--- src/rtl/picomem_wb_pkg.sv ---
// Shared encodings and constants for the PicoMem to Wishbone bridge.
package picomem_wb_pkg;

    // Bridge FSM state encoding
    typedef enum logic [1:0] {
        ST_IDLE = 2'd0,
        ST_BUS  = 2'd1,
        ST_RESP = 2'd2
    } state_t;

    // Read data returned when the slave errors or never answers
    localparam logic [31:0] ERR_RDATA_DEFAULT = 32'hDEAD_BEEF;

    // Byte select used for every read
    localparam logic [3:0] WB_SEL_ALL = 4'hF;

endpackage

--- src/rtl/picomem_wb_bridge.sv ---
// PicoMem slave to Wishbone B4 classic master bridge.
// Each PicoMem request is issued as one Wishbone single cycle.
// A watchdog terminates cycles that a slave never answers.
// A sticky error flag records the address of the first failing access.
//
// Handshakes:
//   PicoMem side: the master holds mem_s_valid and the request fields until
//   mem_s_ready pulses for one cycle. mem_s_rdata is meaningful only while
//   mem_s_ready is 1 and is 0 otherwise.
//   Wishbone side: cyc/stb rise together. adr/dat/sel/we stay constant while
//   stb is high. The cycle ends on the first edge that samples ack or err, or
//   when stb has been high for TIMEOUT cycles. ack wins over err.
module picomem_wb_bridge
    import picomem_wb_pkg::*;
#(
    parameter int          ADDR_W    = 16,
    parameter int          TIMEOUT   = 255,
    parameter logic [31:0] ERR_RDATA = ERR_RDATA_DEFAULT
) (
    input  logic              clk,
    input  logic              reset,
    input  logic              mem_s_valid,
    output logic              mem_s_ready,
    input  logic [31:0]       mem_s_addr,
    input  logic [31:0]       mem_s_wdata,
    input  logic [3:0]        mem_s_wstrb,
    output logic [31:0]       mem_s_rdata,
    output logic              wb_cyc_o,
    output logic              wb_stb_o,
    output logic              wb_we_o,
    output logic [ADDR_W-1:0] wb_adr_o,
    output logic [31:0]       wb_dat_o,
    output logic [3:0]        wb_sel_o,
    input  logic [31:0]       wb_dat_i,
    input  logic              wb_ack_i,
    input  logic              wb_err_i,
    output logic              bus_err,
    output logic [31:0]       err_addr,
    input  logic              err_clr,
    output logic [1:0]        dbg_state
);

    // The timer counts completed stalled stb cycles. Reaching TIMEOUT-1 means
    // the current cycle is the TIMEOUT-th one with stb high.
    localparam int              TMR_W    = $clog2(TIMEOUT + 1);
    localparam logic [TMR_W-1:0] TMR_LAST = TMR_W'(TIMEOUT - 1);
    localparam logic [TMR_W-1:0] TMR_MAX  = TMR_W'(TIMEOUT);

    state_t              r_state;
    logic [TMR_W-1:0]    r_timer;
    logic                r_ready;
    logic [31:0]         r_rdata;
    logic                r_cyc;
    logic                r_stb;
    logic                r_we;
    logic [ADDR_W-1:0]   r_adr;
    logic [31:0]         r_dat;
    logic [3:0]          r_sel;
    logic [31:0]         r_req_addr;
    logic                r_bus_err;
    logic [31:0]         r_err_addr;

    logic                w_is_write;
    logic                w_fail;

    assign w_is_write = |mem_s_wstrb;
    // Failure termination: slave error without ack, or watchdog expiry
    assign w_fail     = !wb_ack_i && (wb_err_i || (r_timer == TMR_LAST));

    // Bridge FSM, watchdog and sticky error report
    always_ff @(posedge clk) begin
        if (reset) begin
            r_state    <= ST_IDLE;
            r_timer    <= '0;
            r_ready    <= 1'b0;
            r_rdata    <= '0;
            r_cyc      <= 1'b0;
            r_stb      <= 1'b0;
            r_we       <= 1'b0;
            r_adr      <= '0;
            r_dat      <= '0;
            r_sel      <= '0;
            r_req_addr <= '0;
            r_bus_err  <= 1'b0;
            r_err_addr <= '0;
        end else begin
            r_ready <= 1'b0;
            r_rdata <= '0;

            // A clear is overridden below when a failure lands in the same cycle
            if (err_clr) begin
                r_bus_err  <= 1'b0;
                r_err_addr <= '0;
            end

            case (r_state)
                ST_IDLE: begin
                    if (mem_s_valid) begin
                        r_adr      <= mem_s_addr[ADDR_W+1:2];
                        r_dat      <= mem_s_wdata;
                        r_we       <= w_is_write;
                        r_sel      <= w_is_write ? mem_s_wstrb : WB_SEL_ALL;
                        r_req_addr <= mem_s_addr;
                        r_cyc      <= 1'b1;
                        r_stb      <= 1'b1;
                        r_timer    <= '0;
                        r_state    <= ST_BUS;
                    end
                end
                ST_BUS: begin
                    if (wb_ack_i) begin
                        r_cyc   <= 1'b0;
                        r_stb   <= 1'b0;
                        r_rdata <= r_we ? 32'h0 : wb_dat_i;
                        r_ready <= 1'b1;
                        r_state <= ST_RESP;
                    end else if (w_fail) begin
                        r_cyc     <= 1'b0;
                        r_stb     <= 1'b0;
                        r_rdata   <= r_we ? 32'h0 : ERR_RDATA;
                        r_ready   <= 1'b1;
                        r_bus_err <= 1'b1;
                        // First failure wins unless this cycle also clears
                        if (!r_bus_err || err_clr) begin
                            r_err_addr <= r_req_addr;
                        end
                        r_state   <= ST_RESP;
                    end else if (r_timer != TMR_MAX) begin
                        r_timer <= r_timer + 1'b1;
                    end
                end
                ST_RESP: begin
                    r_state <= ST_IDLE;
                end
                default: begin
                    r_state <= ST_IDLE;
                end
            endcase
        end
    end

    assign mem_s_ready = r_ready;
    assign mem_s_rdata = r_rdata;
    assign wb_cyc_o    = r_cyc;
    assign wb_stb_o    = r_stb;
    assign wb_we_o     = r_we;
    assign wb_adr_o    = r_adr;
    assign wb_dat_o    = r_dat;
    assign wb_sel_o    = r_sel;
    assign bus_err     = r_bus_err;
    assign err_addr    = r_err_addr;
    assign dbg_state   = r_state;

endmodule
--- config.mk ---
export PLATFORM = sky130hd
export DESIGN_NAME = picomem_wb_bridge
export DESIGN_NICKNAME = d
export VERILOG_FILES = /design/src/rtl/picomem_wb_pkg.sv /design/src/rtl/picomem_wb_bridge.sv
export SDC_FILE = /design/constraint.sdc
export NUM_CORES = 1
export LEC_CHECK = 0
export ABC_AREA = 1
export BUFFER_PORTS_ARGS = -buffer_cell sky130_fd_sc_hd__buf_2
export CAP_MARGIN = 20
export CORE_MARGIN = 2
export CORE_UTILIZATION = 40
export CTS_BUF_LIST = sky130_fd_sc_hd__clkbuf_8
export DETAILED_ROUTE_END_ITERATION = 8
export PLACE_DENSITY_LB_ADDON = 0.15
export SYNTH_ARGS = -nofsm -noshare
export SYNTH_HDL_FRONTEND = slang
export SYNTH_SLANG_ARGS = --single-unit
--- constraint.sdc ---
create_clock -name clk -period 1.7 [get_ports clk]
set_clock_uncertainty 0.15 [all_clocks]
set_input_delay 0.51 -clock clk [delete_from_list [all_inputs] [get_ports clk]]
set_output_delay 0.51 -clock clk [all_outputs]
set_load 0.05 [all_outputs]
==> results of run 1 <==
==> worst max-delay path, cell delays in order, from the launching register on <==
cell,delay [ns]
dfxtp_2,0.34
inv_2,0.05
ha_1,0.13
inv_1,0.04
nor2_2,0.10
nand2_2,0.09
a21oi_4,0.18
nand3_4,0.12
buf_12,0.19
nand2_1,0.08
nand2_1,0.04
nor2_1,0.09
==> cell usage after synthesis <==
| library cell | instances |
|---|---|
| nand2_1 | 157 |
| buf_6 | 3 |
| nor2_1 | 218 |
| nand3_1 | 35 |
| o21ai_0 | 72 |
| a21oi_1 | 12 |
| buf_4 | 18 |
| clkbuf_1 | 27 |
| nand2_2 | 1 |
| dfxtp_1 | 146 |
| nor2_2 | 2 |
| buf_2 | 12 |
| inv_2 | 1 |
| inv_1 | 30 |
| nand3_4 | 1 |
| nor3b_1 | 1 |
| nand3b_1 | 1 |
| nand4_1 | 1 |
| a21oi_4 | 1 |
| ha_1 | 2 |
| o21ai_2 | 1 |
| o22ai_1 | 1 |
==> per-layer routing <==
layer / track usage (%) / part of all wire (%) / vias to the layer above
met5: 0 / 0 / -
met4: 7.19 / 0.83 / 0
met3: 8.27 / 8.9 / 8
met2: 32.8 / 46 / 181
met1: 23.9 / 44 / 2373
li1: - / - / 2737
==> through the flow <==
step | std cells | TNS (ns) | hold WS [ns] | total power, mW | utilization [%]
final | 1153 | 0 | 0.124 | 7.85 | 59.6
after global placement | 1121 | 0 | 0.313 | 5.29 | 52.2
after CTS | 1153 | -0.00558 | 0.0816 | 7.89 | 58.0
after global routing | 1153 | -2.09 | 0.0902 | 8.22 | 59.6
after floorplan | 743 | 0 | 0.299 | 4.82 | -
after detailed placement | 1121 | -0.0185 | 0.316 | 5.29 | 52.2
==> sequential cells by signal, summed over array words and instances, names as in the netlist <==
signal / cells
err_addr: 32
mem_s_rdata: 32
wb_dat_o: 32
r_req_addr: 17
wb_adr_o: 15
r_timer: 8
wb_sel_o: 4
dbg_state: 2
bus_err: 1
mem_s_ready: 1
wb_stb_o: 1
wb_we_o: 1
==> how the worst max path moves through the flow <==
stage / from / end / slack (ns) / cells past startpoint
after floorplan: mem_s_valid / wb_dat_o[0]$_SDFFE_PP0P_ / 0.03 / 7
after global routing: r_timer[0]$_SDFFE_PP0P_ / err_addr[2]$_SDFF_PP0_ / -0.13 / 11
after CTS: r_timer[0]$_SDFFE_PP0P_ / err_addr[25]$_SDFF_PP0_ / -0.003 / 11
after detailed placement: r_timer[0]$_SDFFE_PP0P_ / err_addr[25]$_SDFF_PP0_ / -0.009 / 11
after global placement: reset / mem_s_rdata[20]$_SDFF_PP0_ / 0.03 / 5
final: r_timer[0]$_SDFFE_PP0P_ / err_addr[25]$_SDFF_PP0_ / 0.01 / 11
==> report_power, final <==
part           internal [mW]  switching (mW)  total (mW)
logic                  0.597            1.05        1.65
registers               3.64           0.133        3.77
clock network           1.18            1.25        2.43
==> kinds of logic after synthesis <==
logic type | after synthesis | share of synthesized area, %
AO/OA/AOI/OAI | 87 | 8.23
adder cells (fa/ha/maj) | 2 | 0.456
buffers and inverters | 91 | 8.14
flip-flops | 146 | 53.3
AND/OR/NAND/NOR | 417 | 29.9
==> area by class of cell <==
class                      count  area, sq um  area share [%]
clock buffer                  19          262            3.30
clock inverter                13         82.6            1.04
inverter                      31          116            1.47
multi-input combinational    506         2130            26.9
sequential                   146         2970            37.5
tap                          176          220            2.78
timing repair buffer         262         2140            26.9
==> cell usage in the layout, fill, tap and decap left out, types with 12 or more instances in the layout <==
cell / synthesis / routed
a21oi_1: 12 / 12
nor2_1: 218 / 215
buf_2: 12 / 105
nand3_1: 35 / 35
o21ai_0: 72 / 72
buf_6: 3 / 71
buf_4: 18 / 62
buf_12: 0 / 12
dfxtp_1: 146 / 109
nand2_1: 157 / 155
inv_1: 30 / 35
clkbuf_8: 0 / 19
dfxtp_2: 0 / 35
==> flow_summary.json, run 1 <==
{
  "synthTopCellsByArea": "dfxtp_1 53%, nor2_1 15%, nand2_1 11%, o21ai_0 6.6%, nand3_1 3.2%",
  "grt_pass1_wl_um": 23400,
  "final-setup-viol-count": 0,
  "regToRegStartpoint": "r_timer[0]$_SDFFE_PP0P_",
  "cts_resized": 163,
  "grt_overflow": 0,
  "syn_area_per_cell_sq_um": 7.38,
  "drtIter0Drc": 222,
  "postCtsSetupBuffers": 0,
  "netlist_instances": 743,
  "synth_area_sq_mm": 0.00549,
  "core_area_sq_mm": 0.0133,
  "fin_ws_ns": 0.0103,
  "root_buffer": "clkbuf_8",
  "postSynthRegisterBits": 146,
  "port_buffers": 228,
  "pre_cts_slack_ns": -0.00852,
  "critical_path_class": "reg -> reg",
  "yosysTopAreaCell": "dfxtp_1",
  "start_util_pct": 41.3,
  "die_h_um": 121,
  "clock_latency_ns": 0.45,
  "cts_sinks": 146,
  "reg2reg_slack_ns": 0.01,
  "critPathMaxFanout": 42,
  "crit_arrival_ns": 1.92,
  "hold_viol_final": 0,
  "critPathLaunchType": "flip-flop",
  "track_usage_pct": 20.2,
  "die-area_sq_mm": 0.0147,
  "drc": 0,
  "ys_warn_count": 0,
  "p_leak_nw": 4.14,
  "nets": 1072,
  "max_freq_ghz": 0.592,
  "hp-class": "in -> reg",
  "fin_crit_ns": 1.69,
  "clockBufferDepth": 2,
  "grt_max_degree": 56,
  "gp_congestion": 0.785,
  "rows": 42,
  "cts_tree": "done",
  "dr.pass1.iters": 4,
  "powerDensity_mw_per_mm2": 990,
  "syn_to_final_growth_pct": 44.4,
  "finalWirelength_um": 14800,
  "required_ns": 1.93,
  "ioPinCount": 229,
  "hold_buffers": 0,
  "syn-num-nets": 851,
  "endpoint_kind": "flip-flop",
  "drive_above_1_share_pct": 34.6,
  "n_antenna_cell": 0,
  "maxCapViolCount": 0,
  "yosys.area.top_type_share_pct": 53.3,
  "rsz0062_at_grt": "true",
  "tightest_slew_ns": 0.310,
  "first_global_vias": 5001,
  "clk_pin_slew_ns": 0.07,
  "slew_headroom_pct": 79.3,
  "yosysSeqAreaShare_pct": 53.3,
  "h-tree-depth": 4,
  "whs_path_depth": 3,
  "antenna_found_initial": 0,
  "numCtsBuffers": 17,
  "antenna_left": 0,
  "drv_slew": 0,
  "viasPerCell": 4.60,
  "num-fill-cells": 1273,
  "status": "finished, final reports clean",
  "yosys.cell_types.count": 22,
  "r2r.worst_path.cells": 11,
  "hold-path-endpoint": "mem_s_rdata[22]$_SDFF_PP0_",
  "min-delay-start": "wb_dat_i[22]",
  "ir_drop_uv": 594,
  "post_dp_cell_area_sq_mm": 0.00694,
  "design_area_sq_mm": 0.00793,
  "rr_endpoint": "err_addr[25]$_SDFF_PP0_",
  "dr_total_vias": 5299,
  "finalCritPeriodShare_pct": 99.4,
  "wl_per_cell_um": 12.8,
  "die_width_um": 121,
  "dpl.hpwl_um": 9870
}
(Power assumes the default switching activity.)
==> run 2: changes to the inputs <==
Settings changed: ABC_AREA 1 to default, RECOVER_POWER from default to 25.
==> run 2 against run 1 <==
First-iteration DRC count increased by 23%; the flow now finishes with violations (negative setup slack); wire length increased by 9.7%; synthesized cell count decreased by 12%; critical path type unchanged; critical endpoint is now mem_s_rdata[15]$_SDFF_PP0_; sequential cell count unchanged; clock power increased by 9.9%; fmax decreased by 2.7%; utilization increased by 0.11 points.
==> flow_summary.json, run 2 <==
{
  "root_buffer": "clkbuf_8",
  "ir_drop_uv": 550,
  "die_width_um": 122,
  "first_global_vias": 4970,
  "core_area_sq_mm": 0.0137,
  "rsz0062_at_grt": "true",
  "synth_flop_cell": "dfxtp_1",
  "antenna_left": 0,
  "dr.pass1.iters": 5,
  "dr_total_vias": 5369,
  "regToRegStartpoint": "r_timer[3]$_SDFFE_PP0P_",
  "drive_above_1_share_pct": 41.1,
  "track_usage_pct": 20.9,
  "synth_area_sq_mm": 0.00554,
  "use_met2_pct": 34.2,
  "cts_sinks": 146,
  "hp-class": "in -> reg",
  "h-tree-depth": 4,
  "async_flop_share_pct": 0,
  "met1_usage_pct": 25.4,
  "max_freq_ghz": 0.576,
  "grt_overflow": 0,
  "mostFrequentLayoutCells": "136 x nand2_1, 109 x dfxtp_1, 106 x buf_2, 105 x a21oi_1, 83 x buf_4",
  "p_leak_nw": 3.68,
  "worstPathCellList": "and4_4, a41oi_4, buf_6, nor4_4, buf_6, clkbuf_16, a21o_1",
  "clk_pin_slew_ns": 0.08,
  "yosysTopAreaCell": "dfxtp_1",
  "gp_congestion": 0.819,
  "clockBufferDepth": 2,
  "port_buffers": 228,
  "grt_pass1_wl_um": 24400,
  "ioPinCount": 229,
  "num-fill-cells": 1206,
  "crit_top_cell": "buf_6",
  "post_dp_cell_area_sq_mm": 0.00701,
  "slew_headroom_pct": 65.3,
  "yosys.area.top_type_share_pct": 52.7,
  "finalCritPeriodShare_pct": 102,
  "design_area_sq_mm": 0.00819,
  "yosys.cell_types.count": 45,
  "violations": "negative setup slack",
  "die-area_sq_mm": 0.0148,
  "start_util_pct": 40.4,
  "cts_tree": "done",
  "finalWirelength_um": 16200,
  "nets": 990,
  "fin_tns_setup_ns": -0.482,
  "status": "complete, but fails checks",
  "dpl.hpwl_um": 10700,
  "critPathLaunchType": "flip-flop",
  "syn_to_final_growth_pct": 47.8,
  "drv_slew": 0,
  "endpoint_kind": "flip-flop",
  "tightest_slew_ns": 0.520,
  "slowest_stage": "dfxtp_4",
  "hold_buffers": 0,
  "syn_area_per_cell_sq_um": 8.50,
  "min-delay-start": "wb_dat_i[6]",
  "fin_ws_ns": -0.0367,
  "ys_warn_count": 0,
  "crit_start": "r_timer[3]$_SDFFE_PP0P_",
  "critical_path_class": "reg -> reg",
  "postSynthRegisterBits": 146,
  "antenna_found_initial": 0,
  "numCtsBuffers": 17,
  "grtUsageMet3_pct": 7.72,
  "slowest_delay_ns": 0.37,
  "wl_per_cell_um": 15.1,
  "hold_viol_final": 0,
  "critPathMaxFanout": 6,
  "required_ns": 1.96,
  "whs_ns": 0.0898,
  "synth_common_cells": "146 x dfxtp_1, 136 x nand2_1, 106 x a21oi_1, 37 x nand3_1",
  "syn-num-nets": 760,
  "viasPerCell": 4.99,
  "drc": 0,
  "die_h_um": 122,
  "maxCapViolCount": 0,
  "layout_commonest_cell": "nand2_1",
  "synth-edff-count": 0,
  "synthTopCellsByArea": "dfxtp_1 53%, a21oi_1 9.6%, nand2_1 9.2%, nor2b_1 3.6%, nand3_1 3.3%",
  "gr-max-usage-layer": "met2",
  "fin_crit_ns": 1.74,
  "n_antenna_cell": 0,
  "rows": 43,
  "powerDensity_mw_per_mm2": 933,
  "final-setup-viol-count": 23,
  "yosysSeqAreaShare_pct": 52.7,
  "netlist_instances": 652,
  "synth.most_common_cell": "dfxtp_1",
  "drtIter0Drc": 273,
  "crit_arrival_ns": 1.99,
  "clock_latency_ns": 0.45,
  "grt_max_degree": 48
}
-- run 2: cells by family after synthesis --
family / count (synthesis) / share of synthesized area, %
AO/OA/AOI/OAI: 180 / 18.5
flip-flops: 146 / 52.7
buffers and inverters: 73 / 6.77
multiplexers: 1 / 0.203
AND/OR/NAND/NOR: 250 / 21.4
adder cells (fa/ha/maj): 2 / 0.451
-- run 2: worst paths after layout --
check                                     to  slack (ns)  depth (start not counted)
hold reg to reg     wb_dat_o[2]$_SDFFE_PP0P_        0.31                          2
setup / recovery  mem_s_rdata[15]$_SDFF_PP0_       -0.04                          7
hold / removal     mem_s_rdata[6]$_SDFF_PP0_        0.09                          2
setup reg to reg  mem_s_rdata[15]$_SDFF_PP0_       -0.04                          7
-- run 2: metal layers --
metal,up-vias,wire length [um]
met5,-,0
met3,18,1410
met4,0,231
met2,209,7820
met1,2512,6760
li1,2630,-
-- run 2: per-stage QoR --
| stage | util (%) | power, mW | instances | worst slack (ns) |
|---|---|---|---|---|
| 6_report | 59.7 | 7.64 | 1075 | -0.0367 |
| 5_1_grt | 59.7 | 7.96 | 1075 | -0.0796 |
| 4_1_cts | 57.2 | 7.65 | 1066 | -0.0175 |
| 3_5_place_dp | 51.1 | 4.89 | 1034 | -0.352 |
| 3_3_place_gp | 51.1 | 4.87 | 1034 | -0.250 |
| 2_1_floorplan | - | 4.50 | 652 | -0.116 |
-- run 2: repair_timing --
action,4_1_cts,5_1_grt
gates resized for setup,164,84
setup endpoints to repair,178,126
pin swaps,6,7
gates cloned,0,4
buffers inserted,0,5
-- run 2: final cells by class --
| class | instances | area, sq um | share of cell area (%) |
|---|---|---|---|
| flip-flops and latches | 146 | 2980 | 36.4 |
| multi-input cells | 433 | 2330 | 28.4 |
| repair buffers | 280 | 2260 | 27.6 |
| clock buffers | 19 | 262 | 3.19 |
| well taps | 180 | 225 | 2.75 |
| clock inverters | 13 | 125 | 1.53 |
| inverters | 4 | 15.0 | 0.183 |
-- run 2: critical path: cells and delay by family (launching register included) --
kind	cells	cell delay, ns
DFF	1	0.37
and+or+nand+nor	2	0.51
AOI/OAI and AO/OA	2	0.21
buffers and inverters	3	0.46
-- run 2: power breakdown --
group | total (mW) | internal (mW) | switching (mW)
clock | 2.67 | 1.26 | 1.41
sequential | 3.66 | 3.56 | 0.0987
combinational | 1.31 | 0.489 | 0.820
total | 7.64 | 5.31 | 2.33
==> run 3: changes to the inputs <==
Settings changed: CTS_BUF_LIST sky130_fd_sc_hd__clkbuf_8 to default.
==> run 3 against run 2 <==
The run still ends with negative setup slack left; fmax up 1.0%; critical path depth increased by 1; combinational power shrank 5%; sequential cell count stayed put; cell count is 0.19% lower; design area shrank 2.6%; utilization fell by 1.5 points; hold slack gained 0.038 ns; non-clock buffer count shrank 2; die area unchanged; sequential share of layout area grew 0.48 points; worst setup slack improved by 0.018 ns; critical path type unchanged; highest routed layer unchanged.
==> flow_summary.json, run 3 (synthesis gave the netlist of run 2 again) <==
{
  "status": "complete, but fails checks",
  "violations": "negative setup slack",
  "first_global_vias": 4956,
  "drv_slew": 0,
  "crit_family": "buffers and inverters",
  "critical_path_class": "reg -> reg",
  "required_ns": 1.90,
  "syn_to_final_growth_pct": 44.0,
  "wl_per_cell_um": 14.9,
  "numCtsBuffers": 17,
  "hp-class": "in -> reg",
  "layout_commonest_cell": "buf_2",
  "fin_ws_ns": -0.0191,
  "ioPinCount": 229,
  "cts_sinks": 146,
  "critPathLaunchType": "flip-flop",
  "cts_tree": "done",
  "finalNonFillerCells": 1073,
  "maxCapViolCount": 0,
  "powerDensity_mw_per_mm2": 1070,
  "clockBufferDepth": 2,
  "hold_viol_final": 0,
  "endpoint_kind": "flip-flop",
  "final-setup-viol-count": 14,
  "die-area_sq_mm": 0.0148,
  "critPathMaxFanout": 7,
  "slowest_stage": "dfxtp_2",
  "port_buffers": 228,
  "dr.pass1.iters": 5,
  "post_dp_cell_area_sq_mm": 0.00701,
  "track_usage_pct": 21.1,
  "whs_ns": 0.128,
  "crit_arrival_ns": 1.92,
  "root_buffer": "clkbuf_16",
  "dpl.hpwl_um": 10700,
  "slowest_delay_ns": 0.35,
  "gp_congestion": 0.819,
  "h-tree-depth": 4,
  "rsz0062_at_grt": "true",
  "ir_drop_uv": 613,
  "finalCritPeriodShare_pct": 101,
  "clk_pin_slew_ns": 0.06,
  "post-place-cells": 1034,
  "viasPerCell": 4.97,
  "fin_crit_ns": 1.72,
  "die_width_um": 122,
  "p_total_mw": 8.55,
  "tightest_slew_ns": 0.524,
  "max_freq_ghz": 0.582,
  "antenna_found_initial": 0,
  "antenna_left": 0,
  "mostFrequentLayoutCells": "159 x buf_2, 138 x dfxtp_1, 136 x nand2_1, 104 x a21oi_1, 61 x buf_4",
  "p_leak_nw": 3.69,
  "grt_pass1_wl_um": 24700,
  "slew_headroom_pct": 65.0,
  "grt_max_degree": 48,
  "core_area_sq_mm": 0.0137,
  "critPathBufInv": 4,
  "dr_total_vias": 5337,
  "grt_overflow": 0,
  "rows": 43,
  "n_antenna_cell": 0,
  "min-delay-start": "wb_dat_i[6]",
  "drc": 0,
  "drtIter0Drc": 295,
  "finalWirelength_um": 16000,
  "crit_start": "r_timer[0]$_SDFFE_PP0P_",
  "drive_above_1_share_pct": 38.0,
  "start_util_pct": 40.4,
  "regToRegStartpoint": "r_timer[0]$_SDFFE_PP0P_",
  "nets": 988,
  "fin_tns_setup_ns": -0.0799,
  "clock_latency_ns": 0.42,
  "die_h_um": 122,
  "design_area_sq_mm": 0.00798,
  "worstPathCellList": "inv_2, ha_2, buf_6, a41oi_4, buf_12, clkbuf_16, o21ai_0, a21oi_1"
}
-- run 3: cell types whose count changed in the layout (fill, tap and decap cells not counted), sizes merged --
| cell | before | now |
|---|---|---|
| buf | 268 | 241 |
| inv | 11 | 10 |
| clkbuf | 31 | 57 |
-- run 3: cell type report --
cell class	instances	area (sq um)
clock buffers	20	457
clock inverters	12	121
fillers	1262	5740
inverters	4	15.0
multi-input cells	433	2330
flip-flops and latches	146	2940
well taps	180	225
repair buffers	278	1890
-- run 3: path summary, 6_finish.rpt --
kind                                    end  slack, ns  cells after the start
setup reg to reg    err_addr[18]$_SDFF_PP0_      -0.02                      8
setup / recovery    err_addr[18]$_SDFF_PP0_      -0.02                      8
hold reg to reg    wb_dat_o[2]$_SDFFE_PP0P_       0.30                      2
hold / removal    mem_s_rdata[6]$_SDFF_PP0_       0.13                      2
-- run 3: worst reg2reg max path, stage by stage, from the launching register on --
cell and delay [ns]:
dfxtp_2 0.35, inv_2 0.04, ha_2 0.20, buf_6 0.13, a41oi_4 0.24, buf_12 0.17
clkbuf_16 0.15, o21ai_0 0.09, a21oi_1 0.13
-- run 3: stage by stage --
| stage | util, % | setup WS (ns) |
|---|---|---|
| finish | 58.2 | -0.0191 |
| global route | 58.2 | -0.0711 |
| CTS | 56.8 | -0.0331 |
| detailed placement | 51.1 | -0.352 |
| global placement | 51.1 | -0.250 |
| floorplan | - | -0.116 |
-- run 3: power by group --
part	switching [mW]	internal, mW	total, mW
Clock	1.53	2.12	3.65
Sequential	0.0858	3.56	3.65
Combinational	0.825	0.429	1.25
-- run 3: routing by layer --
layer | wire length, um | up-vias | track usage (%)
met2 | 7550 | 200 | 34.5
met5 | 0 | - | 0
li1 | - | 2632 | -
met1 | 6930 | 2488 | 26.5
met3 | 1310 | 17 | 6.65
met4 | 211 | 0 | 6.82
-- run 3: repair_timing --
| action | CTS | global route |
|---|---|---|
| setup buffers | 3 | 2 |
| pin swaps | 4 | 32 |
| gates resized for setup | 53 | 76 |
| hold buffers | 0 | 0 |
| cloned | 1 | 2 |
| endpoints found under the setup margin | 100 | 103 |
